`config.mk`:
```
export PLATFORM = sky130hd
export DESIGN_NAME = wishbone_2mst_arbiter
export DESIGN_NICKNAME = d
export VERILOG_FILES = /design/src/rtl/wishbone_2mst_arbiter.sv
export SDC_FILE = /design/constraint.sdc
export NUM_CORES = 1
export LEC_CHECK = 0
export CORE_AREA = 2 2 121 123
export DETAILED_ROUTE_END_ITERATION = 8
export DIE_AREA = 0 0 123 125
export SLEW_MARGIN = 25
export SYNTH_ARGS = -nofsm -noshare
export SYNTH_HDL_FRONTEND = slang
export SYNTH_SLANG_ARGS = --single-unit
```
`constraint.sdc`:
```
create_clock -name clk -period 3 [get_ports clk]
set_input_delay 0.3 -clock clk [delete_from_list [all_inputs] [get_ports clk]]
set_output_delay 0.3 -clock clk [all_outputs]
set_load 0.01 [all_outputs]
```
`src/rtl/wishbone_2mst_arbiter.sv`:
```
// wishbone_2mst_arbiter: round-robin two-master Wishbone arbiter with cycle-locked ownership.
// Define WB_ARB_TIMEOUT_EN to add a stalled-strobe timeout ack returning TIMEOUT_DATA.
module wishbone_2mst_arbiter #(
    parameter int                   TIMEOUT_W      = 8,
    parameter logic [TIMEOUT_W-1:0] TIMEOUT_CYCLES = 8'd255,
    parameter logic [31:0]          TIMEOUT_DATA   = 32'hDEAD_BEEF
) (
    input  logic        clk,
    input  logic        rst_n,
    input  logic        wbs_m0_cyc_i,
    input  logic        wbs_m0_stb_i,
    input  logic        wbs_m0_we_i,
    input  logic [31:0] wbs_m0_adr_i,
    input  logic [31:0] wbs_m0_dat_i,
    input  logic [3:0]  wbs_m0_sel_i,
    output logic [31:0] wbs_m0_dat_o,
    output logic        wbs_m0_ack_o,
    input  logic        wbs_m1_cyc_i,
    input  logic        wbs_m1_stb_i,
    input  logic        wbs_m1_we_i,
    input  logic [31:0] wbs_m1_adr_i,
    input  logic [31:0] wbs_m1_dat_i,
    input  logic [3:0]  wbs_m1_sel_i,
    output logic [31:0] wbs_m1_dat_o,
    output logic        wbs_m1_ack_o,
    output logic        wbs_s_cyc_o,
    output logic        wbs_s_stb_o,
    output logic        wbs_s_we_o,
    output logic [31:0] wbs_s_adr_o,
    output logic [31:0] wbs_s_dat_o,
    output logic [3:0]  wbs_s_sel_o,
    input  logic [31:0] wbs_s_dat_i,
    input  logic        wbs_s_ack_i,
    output logic        timeout_o
);
    typedef enum logic [1:0] {IDLE, OWN0, OWN1} state_t;
    state_t state, state_nxt;
    logic prio, own0, own1, cyc, stb, ack, to;
    logic [31:0] rdat;
    assign own0 = state == OWN0;
    assign own1 = state == OWN1;
    assign cyc  = own0 ? wbs_m0_cyc_i : own1 ? wbs_m1_cyc_i : 1'b0;
    assign stb  = own0 ? wbs_m0_stb_i : own1 ? wbs_m1_stb_i : 1'b0;
    always_comb begin
        state_nxt = state;
        if (state == IDLE)
            state_nxt = (wbs_m0_cyc_i && (!wbs_m1_cyc_i || !prio)) ? OWN0 : wbs_m1_cyc_i ? OWN1 : IDLE;
        else if (!cyc)
            state_nxt = IDLE;
    end
    // On release the pointer moves to the master that did not just own the bus.
    always_ff @(posedge clk or negedge rst_n) begin
        if (!rst_n) begin
            state <= IDLE;
            prio  <= 1'b0;
        end else begin
            state <= state_nxt;
            if (state != IDLE && !cyc)
                prio <= own0;
        end
    end
`ifdef WB_ARB_TIMEOUT_EN
    logic [TIMEOUT_W-1:0] cnt;
    assign to = stb && !wbs_s_ack_i && cnt == TIMEOUT_CYCLES - 1'b1;
    always_ff @(posedge clk or negedge rst_n) begin
        if (!rst_n)
            cnt <= '0;
        else
            cnt <= (stb && !wbs_s_ack_i && !to && state_nxt != IDLE) ? cnt + 1'b1 : '0;
    end
`else
    assign to = 1'b0;
`endif
    assign timeout_o    = to;
    assign ack          = stb && (wbs_s_ack_i || to);
    assign rdat         = to ? TIMEOUT_DATA : wbs_s_dat_i;
    assign wbs_m0_ack_o = own0 && ack;
    assign wbs_m1_ack_o = own1 && ack;
    assign wbs_m0_dat_o = own0 ? rdat : 32'd0;
    assign wbs_m1_dat_o = own1 ? rdat : 32'd0;
    assign wbs_s_cyc_o  = cyc;
    assign wbs_s_stb_o  = stb && !to;
    assign wbs_s_we_o   = own0 ? wbs_m0_we_i  : own1 ? wbs_m1_we_i  : 1'b0;
    assign wbs_s_adr_o  = own0 ? wbs_m0_adr_i : own1 ? wbs_m1_adr_i : 32'd0;
    assign wbs_s_dat_o  = own0 ? wbs_m0_dat_i : own1 ? wbs_m1_dat_i : 32'd0;
    assign wbs_s_sel_o  = own0 ? wbs_m0_sel_i : own1 ? wbs_m1_sel_i : 4'd0;
endmodule
```
# Yosys cells after proc, flatten, opt, wreduce, memory -nomap -nowiden

Cells that the tools add are included.

Flip-flop bits (word level): 3
Bits of input ports: 177
Output and inout bits: 138
Logic and storage cells: 34

Equality and inequality tests: 3
Muxes and demuxes: 18
Reduce and logical (&&, ||, !) cells: 11

Operators by type and width:

| operator                                             | count |
|---|---|
| 2-to-1 mux 32 bit                                    | 6 |
| 2-to-1 mux 2 bit                                     | 4 |
| 2-to-1 mux 4 bit                                     | 2 |
| 2-to-1 mux 1 bit                                     | 6 |
| logical AND 1 bit                                    | 5 |
| logical NOT 1 bit                                    | 3 |
| equality test 2 x 1 -> 1 bit (second input constant) | 1 |
| equality test 2 bit (second input constant)          | 1 |
| logical NOT 2 bit                                    | 1 |
| != test 2 x 1 -> 1 bit (second input constant)       | 1 |
| nonzero test 2 bit                                   | 1 |
| logical OR 1 bit                                     | 1 |

# Logic depth before layout (Yosys ltp)

Gate-level depths: netlist (run 1).

Word-level depth: 5
Gate-level depth with buffers: 6
Gate-level depth less buffers: 3

# Worst setup path before layout (run 1)

No wires, ideal clock.

Path kind: flip-flop to output port
Start: register state[1]
End: output wbs_s_adr_o[10]
Data arrival time: 1.138 ns
Required time: 2.700 ns
Slack: 1.562 ns
Stages on the path, launching flop included: 6
Path buffers: 3
Cells stage by stage: dfrtp_1 > nor2b_1 > clkbuf_2 > buf_6 > buf_6 > a22o_1

Word-level cells in the longest chain between the ends: 3
Elaborated cells on any way between the ends: 4
Those cells by class: eq/ne (2); mux (2)

Ends and longest elaborated chain:

| element                | RTL line | source |
|---|---|---|
| from (decl)            | 37       | `state_t state, state_nxt;` |
| from (signal assigned) | 57       | `state <= state_nxt;` |
| equality test 2 bit    | 41       | `assign own1 = state == OWN1;` |
| 2-to-1 mux 32 bit      | 84       | `assign wbs_s_adr_o = own0 ? wbs_m0_adr_i : own1 ? wbs_m1_adr_i : 32'd0;` |
| 2-to-1 mux 32 bit (*)  | 84       |  |
| to (decl)              | 29       | `output logic [31:0] wbs_s_adr_o,` |

Mark *: on every way between the ends. The rest lies on a longest branch, timed or not.

# Final worst setup path (run 1)

Start: register state[0]
End: output wbs_s_stb_o

Word-level cells in the longest chain between the ends: 3
Elaborated cells on any way between the ends: 4
Those cells by class: eq/ne (2); mux (2)

Ends and longest elaborated chain:

| element              | RTL line | source |
|---|---|---|
| equality test 2 bit  | 41       |  |
| 2-to-1 mux 1 bit     | 43       | `assign stb = own0 ? wbs_m0_stb_i : own1 ? wbs_m1_stb_i : 1'b0;` |
| 2-to-1 mux 1 bit (*) | 43       |  |
| to (decl)            | 27       | `output logic wbs_s_stb_o,` |

Marks and branches as above.

==> out/summary.json, run 1 <==
{
  "status": "completed",
  "cpPeakStageDelay_ns": 0.60,
  "critical_path_cell_with_the_highest_stage_delay": "sky130_fd_sc_hd__clkdlybuf4s50_1",
  "synth_enable_flop_cells": 0,
  "rsz0062_at_grt": "no",
  "synth_fp_nets": 354,
  "synth.top_cells.by_count": "sky130_fd_sc_hd__a22o_1 (70), sky130_fd_sc_hd__and2_1 (64), sky130_fd_sc_hd__buf_6 (11)",
  "sink_count": 3,
  "vdd_drop_max_mv": 0.3365,
  "grt_pass1_vias": 2747,
  "cts_buffer_depth": 2,
  "r2r_setup_slack_ns": 2.09,
  "multi_input_gate_area_um2": 1102,
  "fillerInstances": 1448,
  "postSynthAreaPerCell_um2": 7.698,
  "remaining_drc_errors": 0,
  "synth_largest_type_area_fraction_pct": 45.00,
  "vias": 2602,
  "core.rowCount": 44,
  "placement.io_buffers": 313,
  "synthMostInstantiatedCell": "sky130_fd_sc_hd__a22o_1",
  "postRouteAntennaNets": 0,
  "grt_overflow": 0,
  "tritoncts.num_buffers": 3,
  "min_period_ns": 2.396,
  "finalClockSkew_ns": 0.001110,
  "start_util_pct": 9.593,
  "grt_util_all_layers_pct": 12.27,
  "gp_congestion": 0.8905,
  "post_cts_resize_count": 0,
  "relative_area_change_from_synthesis_to_final_layout_pct": 242.5,
  "synthesized_instance_count": 177,
  "static-leakage-power_nw": 1.755,
  "post_synth_main_area_contributors": "sky130_fd_sc_hd__a22o_1 (45%), sky130_fd_sc_hd__and2_1 (29%), sky130_fd_sc_hd__buf_6 (9.1%)",
  "max_cap_violations": 0,
  "nNetsFinal": 650,
  "timing.final.max_slew_violations": 0,
  "grt_first_pass_wirelength_um": 14880,
  "synth_area_leader_cell": "sky130_fd_sc_hd__a22o_1",
  "cts_tree": "yes",
  "dpl.hpwl_um": 8397,
  "crit_required_ns": 2.70,
  "hold_bufs_inserted_after_cts": 0,
  "worst_hold_path_type": "primary input to asynchronous set/reset pin",
  "number_of_synthesis_warnings": 0,
  "endpoint_kind": "primary output",
  "floorplan.die.width_um": 123,
  "pin_count": 315,
  "start_kind": "flop",
  "setup_ws_pre_cts_ns": 0.8146,
  "cts_root_buffer": "sky130_fd_sc_hd__clkbuf_16",
  "drive_above_1_share_pct": 1.695,
  "netlist_area_um2": 1363,
  "final-seq-area_um2": 75.07,
  "floorplan.die_area_um2": 15380,
  "crit_path_cell_trace": "inv_2, nor2_4, buf_12, a22o_1, clkdlybuf4s50_1",
  "vias_per_cell": 3.966,
  "postSynth.asyncResetShare_pct": 100.0,
  "fmaxAchievable_mhz": 417.3,
  "insertion_delay_ns": 0.22,
  "final_hold_viol_count": 0,
  "floorplan.die.height_um": 125,
  "synth_cell_type_count": 19,
  "post_drt_wl_per_cell_um": 16.19,
  "postLayoutSetupSlackWorst_ns": 0.6035,
  "accumulated_negative_setup_slack_ns": 0,
  "drt_first_iter_violations": 78,
  "coreArea_um2": 14200,
  "power_density_nw_per_um2": 374.0,
  "synth_seq_area_share_pct": 5.510,
  "routed_wirelength_um": 10620,
  "clk_transition_reported_paths_ns": 0.03,
  "synthFlopType": "sky130_fd_sc_hd__dfrtp_1",
  "path_max_fanout": 103,
  "grt_antenna_before_repair": 0,
  "synth.ff_latch_count": 3,
  "arrival_time_of_data_at_the_critical_path_endpoint_ns": 2.10,
  "setup_viol": 0,
  "grt_max_degree": 105,
  "final.period_utilization_pct": 79.88,
  "n_antenna_cell": 0,
  "detail_route.first_pass.iterations": 4,
  "clock_tree.htree_level_count": 1,
  "cts.repair_timing.setup_buffer_count": 0,
  "setup_crit_path_kind": "flop to primary output"
}
worst max-delay path, delay by kind of cell, from the launching register on:
family | cells | cell delay [ns]
buf+inv | 3 | 1.02
flops | 1 | 0.42
compound gates | 1 | 0.25
simple gates | 1 | 0.12
power breakdown:
group          total [mW]  leakage (nW)  internal, mW  switching, mW
Combinational        1.46          1.68         0.888          0.576
Sequential         0.0681        0.0369        0.0531         0.0150
Clock               0.213        0.0382         0.175         0.0378
Total                1.75          1.76          1.12          0.629
through the flow:
stage	instances	cell area (um2)	total power [mW]	util, %	hold WS (ns)
final	656	4667	1.746	32.86	0.2587
after global placement	652	4588	1.527	32.30	0.4753
after global routing	656	4667	1.848	32.86	0.2809
after CTS	656	4667	1.766	32.86	0.2621
after detailed placement	652	4588	1.535	32.30	0.4967
after floorplan	177	1363	0.6865	-	0.004409
cell type report:
class | count | area share (%)
clock buffers | 4 | 1.689
inverters | 2 | 0.1609
well taps | 184 | 4.933
flip-flops and latches | 3 | 1.609
multi-input cells | 148 | 23.62
repair buffers | 315 | 67.99
registers in the layout, indices dropped and copies added, names as in the netlist:
signal  cells
state       2
prio        1
worst paths after layout:
kind	startpoint	to	cells past startpoint
max	state[0]$_DFFE_PN0P_	wbs_s_stb_o	5
min	rst_n	state[1]$_DFFE_PN0P_	1
max reg2reg	state[1]$_DFFE_PN0P_	state[1]$_DFFE_PN0P_	2
min reg2reg	prio$_DFFE_PN0P_	state[0]$_DFFE_PN0P_	1
max in group asynchronous	rst_n	prio$_DFFE_PN0P_	1
min in group clk	prio$_DFFE_PN0P_	state[0]$_DFFE_PN0P_	1
per-layer routing:
metal | GRT usage [%] | wire (um)
met2 | 23.59 | 5270
met4 | 1.471 | 77
met1 | 13.27 | 4006
met3 | 3.786 | 1264
met5 | 0 | 0
cell usage in the layout, fill, tap and decap left out:
master,Yosys,layout
sky130_fd_sc_hd__clkdlybuf4s50_1,0,313
sky130_fd_sc_hd__a22o_1,70,70
sky130_fd_sc_hd__and2_1,64,64
sky130_fd_sc_hd__clkbuf_16,0,3
sky130_fd_sc_hd__dfrtp_1,3,3
sky130_fd_sc_hd__nand2_1,2,2
sky130_fd_sc_hd__o21ai_0,2,2
sky130_fd_sc_hd__and3_1,2,2
sky130_fd_sc_hd__a21oi_1,2,2
sky130_fd_sc_hd__buf_12,0,2
sky130_fd_sc_hd__nor2b_4,0,1
sky130_fd_sc_hd__inv_2,1,1
sky130_fd_sc_hd__nor2_4,0,1
sky130_fd_sc_hd__nand2b_1,1,1
sky130_fd_sc_hd__nor2b_1,2,1
sky130_fd_sc_hd__o21a_1,1,1
sky130_fd_sc_hd__inv_1,1,1
sky130_fd_sc_hd__conb_1,1,1
sky130_fd_sc_hd__clkbuf_1,3,1
logic make-up (layout without fill, tap and decap cells):
group,count (synthesis),in the layout,share of synthesized area (%)
DFF,3,3,5.509
other,1,1,0.2752
and+or+nand+nor,72,72,32.69
AOI/OAI and AO/OA,75,75,47.02
buffers and inverters,26,321,14.51
(Power assumes the default switching activity.)
==> inputs of run 2 (changes only) <==
- CORE_AREA: 2 2 121 123 -> 2 2 124 126
- DIE_AREA: 0 0 123 125 -> 0 0 126 128
- clock period: 3 -> 2.4 ns (I/O delays scaled with it)
==> run 2 against run 1 <==
Sequential share of layout area about the same. Core utilization decreased by 1.2 points. Total power increased by 27%. Flip-flop and latch count unchanged. First-iteration DRC count decreased by 6.4%. Register-to-register slack got worse by 0.60 ns. Via count about the same. Die area increased by 4.9%. Clock power increased by 24%. Largest cell class unchanged. Highest routed layer is now met5.
==> out/summary.json, run 2 (synthesis gave the netlist of run 1 again) <==
{
  "cp.buffers_inverters": {"value": 3, "change": "unchanged"},
  "drive_above_1_share": {"value": 2.110, "unit": "%", "change": "+0.41 points"},
  "tritoncts.num_buffers": {"value": 3, "change": "unchanged"},
  "vdd_drop_max": {"value": 0.2456, "unit": "mV", "change": "-27%"},
  "floorplan.die.height": {"value": 128, "unit": "um", "change": "+2.4%"},
  "nNetsFinal": {"value": 652, "change": "+0.31%"},
  "top_usage_layer": "met2",
  "timing.final.max_slew_violations": {"value": 0, "change": "unchanged"},
  "worstReg2RegEnd": "state[1]$_DFFE_PN0P_",
  "vias_per_cell": {"value": 3.932, "change": "-0.87%"},
  "detail_route.first_pass.iterations": {"value": 4, "change": "unchanged"},
  "grt_util_all_layers": {"value": 11.53, "unit": "%", "change": "-0.74 points"},
  "finalClockSkew": {"value": 0.0003263, "unit": "ns", "change": "-0.0007838 ns"},
  "cts_buffer_depth": {"value": 2, "change": "unchanged"},
  "static-leakage-power": {"value": 1.773, "unit": "nW", "change": "+0.99%"},
  "post_drt_wl_per_cell": {"value": 15.92, "unit": "um", "change": "-1.6%"},
  "relative_area_change_from_synthesis_to_final_layout_pct": 245.8,
  "hold_bufs_inserted_after_cts": {"value": 0, "change": "unchanged"},
  "setup_crit_path_kind": "flop to primary output",
  "global_route.usage.met1": {"value": 15.16, "unit": "%", "change": "+1.9 points"},
  "cts_tree": "yes",
  "fmaxAchievable_mhz": 446.9,
  "power_density": {"value": 471.6, "unit": "nW/um2", "change": "+26%"},
  "grt_max_degree": {"value": 66, "change": "-37%"},
  "placed_cells": {"value": 658, "change": "+0.92%"},
  "path_max_fanout": {"value": 64, "change": "-38%"},
  "regToRegStartpoint": "state[1]$_DFFE_PN0P_",
  "start_util": {"value": 9.167, "unit": "%", "change": "-0.43 points"},
  "min_period_ns": 2.238,
  "global_route.usage.met2": {"value": 19.17, "unit": "%", "change": "-4.4 points"},
  "worst_hold_path_type": "primary input to asynchronous set/reset pin",
  "insertion_delay": {"value": 0.22, "unit": "ns", "change": "about the same"},
  "cts_root_buffer": "sky130_fd_sc_hd__clkbuf_16",
  "placement.io_buffers": {"value": 313, "change": "unchanged"},
  "final.period_utilization_pct": 93.24,
  "clock_tree.htree_level_count": {"value": 1, "change": "unchanged"},
  "coreArea": {"value": 14860, "unit": "um2", "change": "+4.7%"},
  "most_common_library_cell_in_the_layout_ignoring_fill_and_taps": "sky130_fd_sc_hd__clkdlybuf4s50_1",
  "floorplan.die_area": {"value": 16130, "unit": "um2", "change": "+4.9%"},
  "sink_count": {"value": 3, "change": "unchanged"},
  "n_antenna_cell": {"value": 0, "change": "unchanged"},
  "grt_overflow": {"value": 0, "change": "unchanged"},
  "grt_first_pass_wirelength": {"value": 14980, "unit": "um", "change": "+0.69%"},
  "grt_pass1_vias": {"value": 2632, "change": "-4.2%"},
  "crit_family": "buffers and inverters",
  "gp_congestion": {"value": 0.8035, "change": "-9.8%"},
  "routed_wirelength": {"value": 10540, "unit": "um", "change": "-0.74%"},
  "cpPeakStageDelay": {"value": 0.57, "unit": "ns", "change": "-0.03 ns"},
  "mostFrequentLayoutCells": "sky130_fd_sc_hd__clkdlybuf4s50_1 (313), sky130_fd_sc_hd__a22o_1 (70), sky130_fd_sc_hd__and2_1 (64)",
  "postRouteAntennaNets": {"value": 0, "change": "unchanged"},
  "max_cap_violations": {"value": 0, "change": "unchanged"},
  "remaining_drc_errors": {"value": 0, "change": "unchanged"},
  "arrival_time_of_data_at_the_critical_path_endpoint": {"value": 2.00, "unit": "ns", "change": "-0.10 ns"},
  "vias": {"value": 2603, "change": "+0.038%"},
  "setup_viol": {"value": 0, "change": "unchanged"},
  "final_instance_count_excl_fillers": {"value": 662, "change": "+0.91%"},
  "r2r_setup_slack": {"value": 1.49, "unit": "ns", "change": "-0.60 ns"},
  "crit_path_cell_trace": "inv_2, nor2_4, buf_12, a22o_1, clkdlybuf4s50_1",
  "regMostFlops": "state",
  "floorplan.die.width": {"value": 126, "unit": "um", "change": "+2.4%"},
  "drt_first_iter_violations": {"value": 73, "change": "-6.4%"},
  "critical_path_cell_with_the_highest_stage_delay": "sky130_fd_sc_hd__clkdlybuf4s50_1",
  "crit_required": {"value": 2.16, "unit": "ns", "change": "-0.54 ns"},
  "clk_transition_reported_paths": {"value": 0.03, "unit": "ns", "change": "about the same"},
  "cts.repair_timing.setup_buffer_count": {"value": 0, "change": "unchanged"},
  "start_kind": "flop",
  "accumulated_negative_setup_slack": {"value": 0, "unit": "ns", "change": "unchanged"},
  "status": "completed",
  "worstSetupPathDepth": {"value": 5, "change": "unchanged"},
  "endpoint_kind": "primary output",
  "largest_register_ff_count": {"value": 2, "change": "unchanged"},
  "global_route.usage.met3": {"value": 3.673, "unit": "%", "change": "-0.11 points"},
  "rsz0062_at_grt": "no",
  "fillerInstances": {"value": 1530, "change": "+5.7%"},
  "hold_ws": {"value": 0.2066, "unit": "ns", "change": "-0.05214 ns"},
  "worstRegToRegCells": {"value": 2, "change": "unchanged"},
  "post_cts_resize_count": {"value": 0, "change": "unchanged"},
  "core.rowCount": {"value": 45, "change": "+2.3%"},
  "pin_count": {"value": 315, "change": "unchanged"},
  "dpl.hpwl": {"value": 8694, "unit": "um", "change": "+3.5%"},
  "final_hold_viol_count": {"value": 0, "change": "unchanged"},
  "top_regs": "state x2, prio x1",
  "grt_antenna_before_repair": {"value": 1, "change": "+1"}
}
## run 2: cell count changes in the layout (fill, tap and decap cells not counted)
cell,before,now
sky130_fd_sc_hd__buf_12,2,4
## run 2: how the worst max path moves through the flow
stage,from,endpoint,slack [ns]
2_1_floorplan,state[1]$_DFFE_PN0P_,wbs_s_adr_o[10],1.02
3_3_place_gp,state[0]$_DFFE_PN0P_,wbs_s_dat_o[24],0.44
3_5_place_dp,state[0]$_DFFE_PN0P_,wbs_s_dat_o[24],0.41
4_1_cts,state[0]$_DFFE_PN0P_,wbs_s_dat_o[24],0.16
5_1_grt,state[1]$_DFFE_PN0P_,wbs_s_dat_o[24],0.11
6_report,state[0]$_DFFE_PN0P_,wbs_s_sel_o[3],0.16
## run 2: worst reg2reg max path: stages, from the launching register on
cell                       delay [ns]
sky130_fd_sc_hd__dfrtp_1         0.42
sky130_fd_sc_hd__nand2b_1        0.20
sky130_fd_sc_hd__o21a_1          0.18
## run 2: layout make-up
cell class | instances | area [um2] | share of cell area (%)
multi-input cells | 148 | 1102 | 23.39
clock buffers | 4 | 78.83 | 1.673
inverters | 2 | 7.507 | 0.1593
repair buffers | 317 | 3213 | 68.19
well taps | 188 | 235.2 | 4.992
flip-flops and latches | 3 | 75.07 | 1.593
## run 2: power by group
| part | switching, mW | internal, mW | leakage, nW | total [mW] |
|---|---|---|---|---|
| logic | 0.735 | 1.14 | 1.70 | 1.87 |
| registers | 0.0198 | 0.0663 | 0.0369 | 0.0861 |
| clock network | 0.0450 | 0.219 | 0.0382 | 0.264 |
| total | 0.800 | 1.42 | 1.77 | 2.22 |
## run 2: per-stage QoR
step / utilization [%] / power [mW] / setup WS, ns / area, um2
5_1_grt: 31.70 / 2.348 / 0.1112 / 4712
4_1_cts: 31.70 / 2.258 / 0.1605 / 4712
3_5_place_dp: 31.17 / 1.967 / 0.4051 / 4633
2_1_floorplan: - / 0.8582 / 1.022 / 1363
6_report: 31.70 / 2.222 / 0.1623 / 4712
3_3_place_gp: 31.17 / 1.963 / 0.4378 / 4633
## run 2: layer usage
| metal | up-vias | share of wire, % |
|---|---|---|
| li1 | 1250 | - |
| met1 | 1167 | 43 |
| met2 | 178 | 47 |
| met3 | 6 | 9.4 |
| met4 | 2 | 0.46 |
| met5 | - | 0.12 |
==> patch (config.mk and constraints of run 2) <==
Add a define of `WB_ARB_TIMEOUT_EN`.
--- a/src/rtl/wishbone_2mst_arbiter.sv
+++ b/src/rtl/wishbone_2mst_arbiter.sv
@@ -1,5 +1,7 @@
 // wishbone_2mst_arbiter: round-robin two-master Wishbone arbiter with cycle-locked ownership.
 // Define WB_ARB_TIMEOUT_EN to add a stalled-strobe timeout ack returning TIMEOUT_DATA.
+`define WB_ARB_TIMEOUT_EN
+
 module wishbone_2mst_arbiter #(
     parameter int                   TIMEOUT_W      = 8,
     parameter logic [TIMEOUT_W-1:0] TIMEOUT_CYCLES = 8'd255,
Behaviour: no difference found for any inputs over 10 cycles, from zero or initial values and one cycle with rst_n low; that may be too few to reach the edited logic, so the function may still have changed.
==> patch against run 2 <==
Core utilization rose by 4.8 points. Worst setup slack got worse by 110 ps. Cell area rose by 15%. Sequential power rose to 2.5 times the old value. Power rose by 14%. Sequential cell count rose by 8. Wire length rose by 39%. Synthesized area rose by 40%.
==> patch: results (changes against run 2) <==
Layout
  – Multi-input gate area: 0.00138 mm2 (was 0.00110 mm2)
  – Non-Clock Buffer Area Fraction: 61.8% (was 68.2%)
  – Multi-input gates: 185 (was 148)
  – Layout Nets: 746 (was 652)
  – Layout cells sized above 1: 9.89% (was 2.11%)
  – Fillers: 1,518 (was 1,530)
  – Seq Cell Count: 11 (was 3)
  – Nonclk buf count: 338 (was 317)

Worst setup path
  – Reg2reg path depth: 4 (was 2)
  – CP max-delay cell: a2111o_2 (was clkdlybuf4s50_1)
  – Worst R2R End: cnt[2] (was state[1])
  – WP data arrival: 2110 ps (was 2000 ps)
  – Crit. Startpoint: wbs_m0_stb_i (was state[0])
  – Worst setup endpoint: wbs_m1_dat_o[24] (was wbs_s_sel_o[3])
  – Reg-to-reg slack, setup: 840 ps (was 1490 ps)

Timing
  – Clock Skew: 0.379 ps (was 0.326 ps)
  – Tmin final: 2350 ps (was 2240 ps)
  – Smallest hold slack: 336 ps (was 207 ps)

Routing
  – DRT iter0 DRCs: 89 (was 73)
  – WL final: 14.7 mm (was 10.5 mm)

Synth
  – Ranking of synthesized cells by area: a22o_1 (32%), dfrtp_1 (14%), a21oi_1 (10%), a21oi_2 (6.0%), inv_1 (5.5%) (was a22o_1 (45%), and2_1 (29%), buf_6 (9.1%), dfrtp_1 (5.5%), buf_2 (1.8%))
  – Sequential area share after synthesis: 14.4% (was 5.51%)
  – Net Count, Synth: 436 (was 354)
  – Distinct cells, synth: 33 (was 19)
  – Area fraction in compound gates after synthesis: 50.9% (was 47.0%)
  – Area share of xor/xnor cells in the synthesized design: 1.37% (was 0%)
  – Mux share of post-synthesis cell area: 0.524% (was 0%)
  – Area share of fa/ha/maj cells after synthesis: 1.31% (was 0%)

GRT
  – Initial antenna violation count: 2 (was 1)
  – Global-route wire length before repair: 20.0 mm (was 15.0 mm)
  – Total track usage: 16.2% (was 11.5%)

Status
  – Status: finished, final reports clean (unchanged)

Power and ir drop
  – Pleak: 0.00254 uW (was 0.00177 uW)
  – Worst vdd ir: 0.236 mV (was 0.246 mV)

Place
  – Routability cong.: 0.840 (was 0.804)
  – Place WS: -230 ps (was 405 ps)
  – DPL Wire Length: 12.1 mm (was 8.69 mm)
  – Port Buffers: 314 (was 313)

Clock network
  – Post-CTS Resized: 78 (was 0)
  – Post-CTS setup buffer count: 3 (was 0)
[patch: changes by cell type after synthesis, sizes merged, moves of 4 or more]
cell	before	now
clkbuf	6	16
nor2	1	5
a21oi	2	53
dfrtp	3	11
nor2b	2	6
and3	2	16
and2	64	1
nand3	0	4
inv	2	28
[patch: metal layers]
layer  part of all wire, %  global-route usage, %  vias to the layer above  routed length (um)
met5                     0                      0                        -                   0
met4                  0.40                   1.81                        0                  59
met3                    14                   10.2                        6                2110
met2                    45                   25.7                      179                6640
met1                    40                   19.3                     1545                5850
li1                      -                      -                     1577                   -
[patch: through the flow]
stage | cell area (um2) | std cells
2_1_floorplan | 1910 | 257
3_3_place_gp | 5270 | 742
3_5_place_dp | 5270 | 742
4_1_cts | 5370 | 751
5_1_grt | 5420 | 754
6_report | 5430 | 755
[patch: report_power, final]
group	total (uW)	leakage, uW	switching (uW)	internal, uW
registers	218	0.000149	15.6	203
logic	2020	0.00235	885	1130
clock network	297	0.0000382	75.2	222
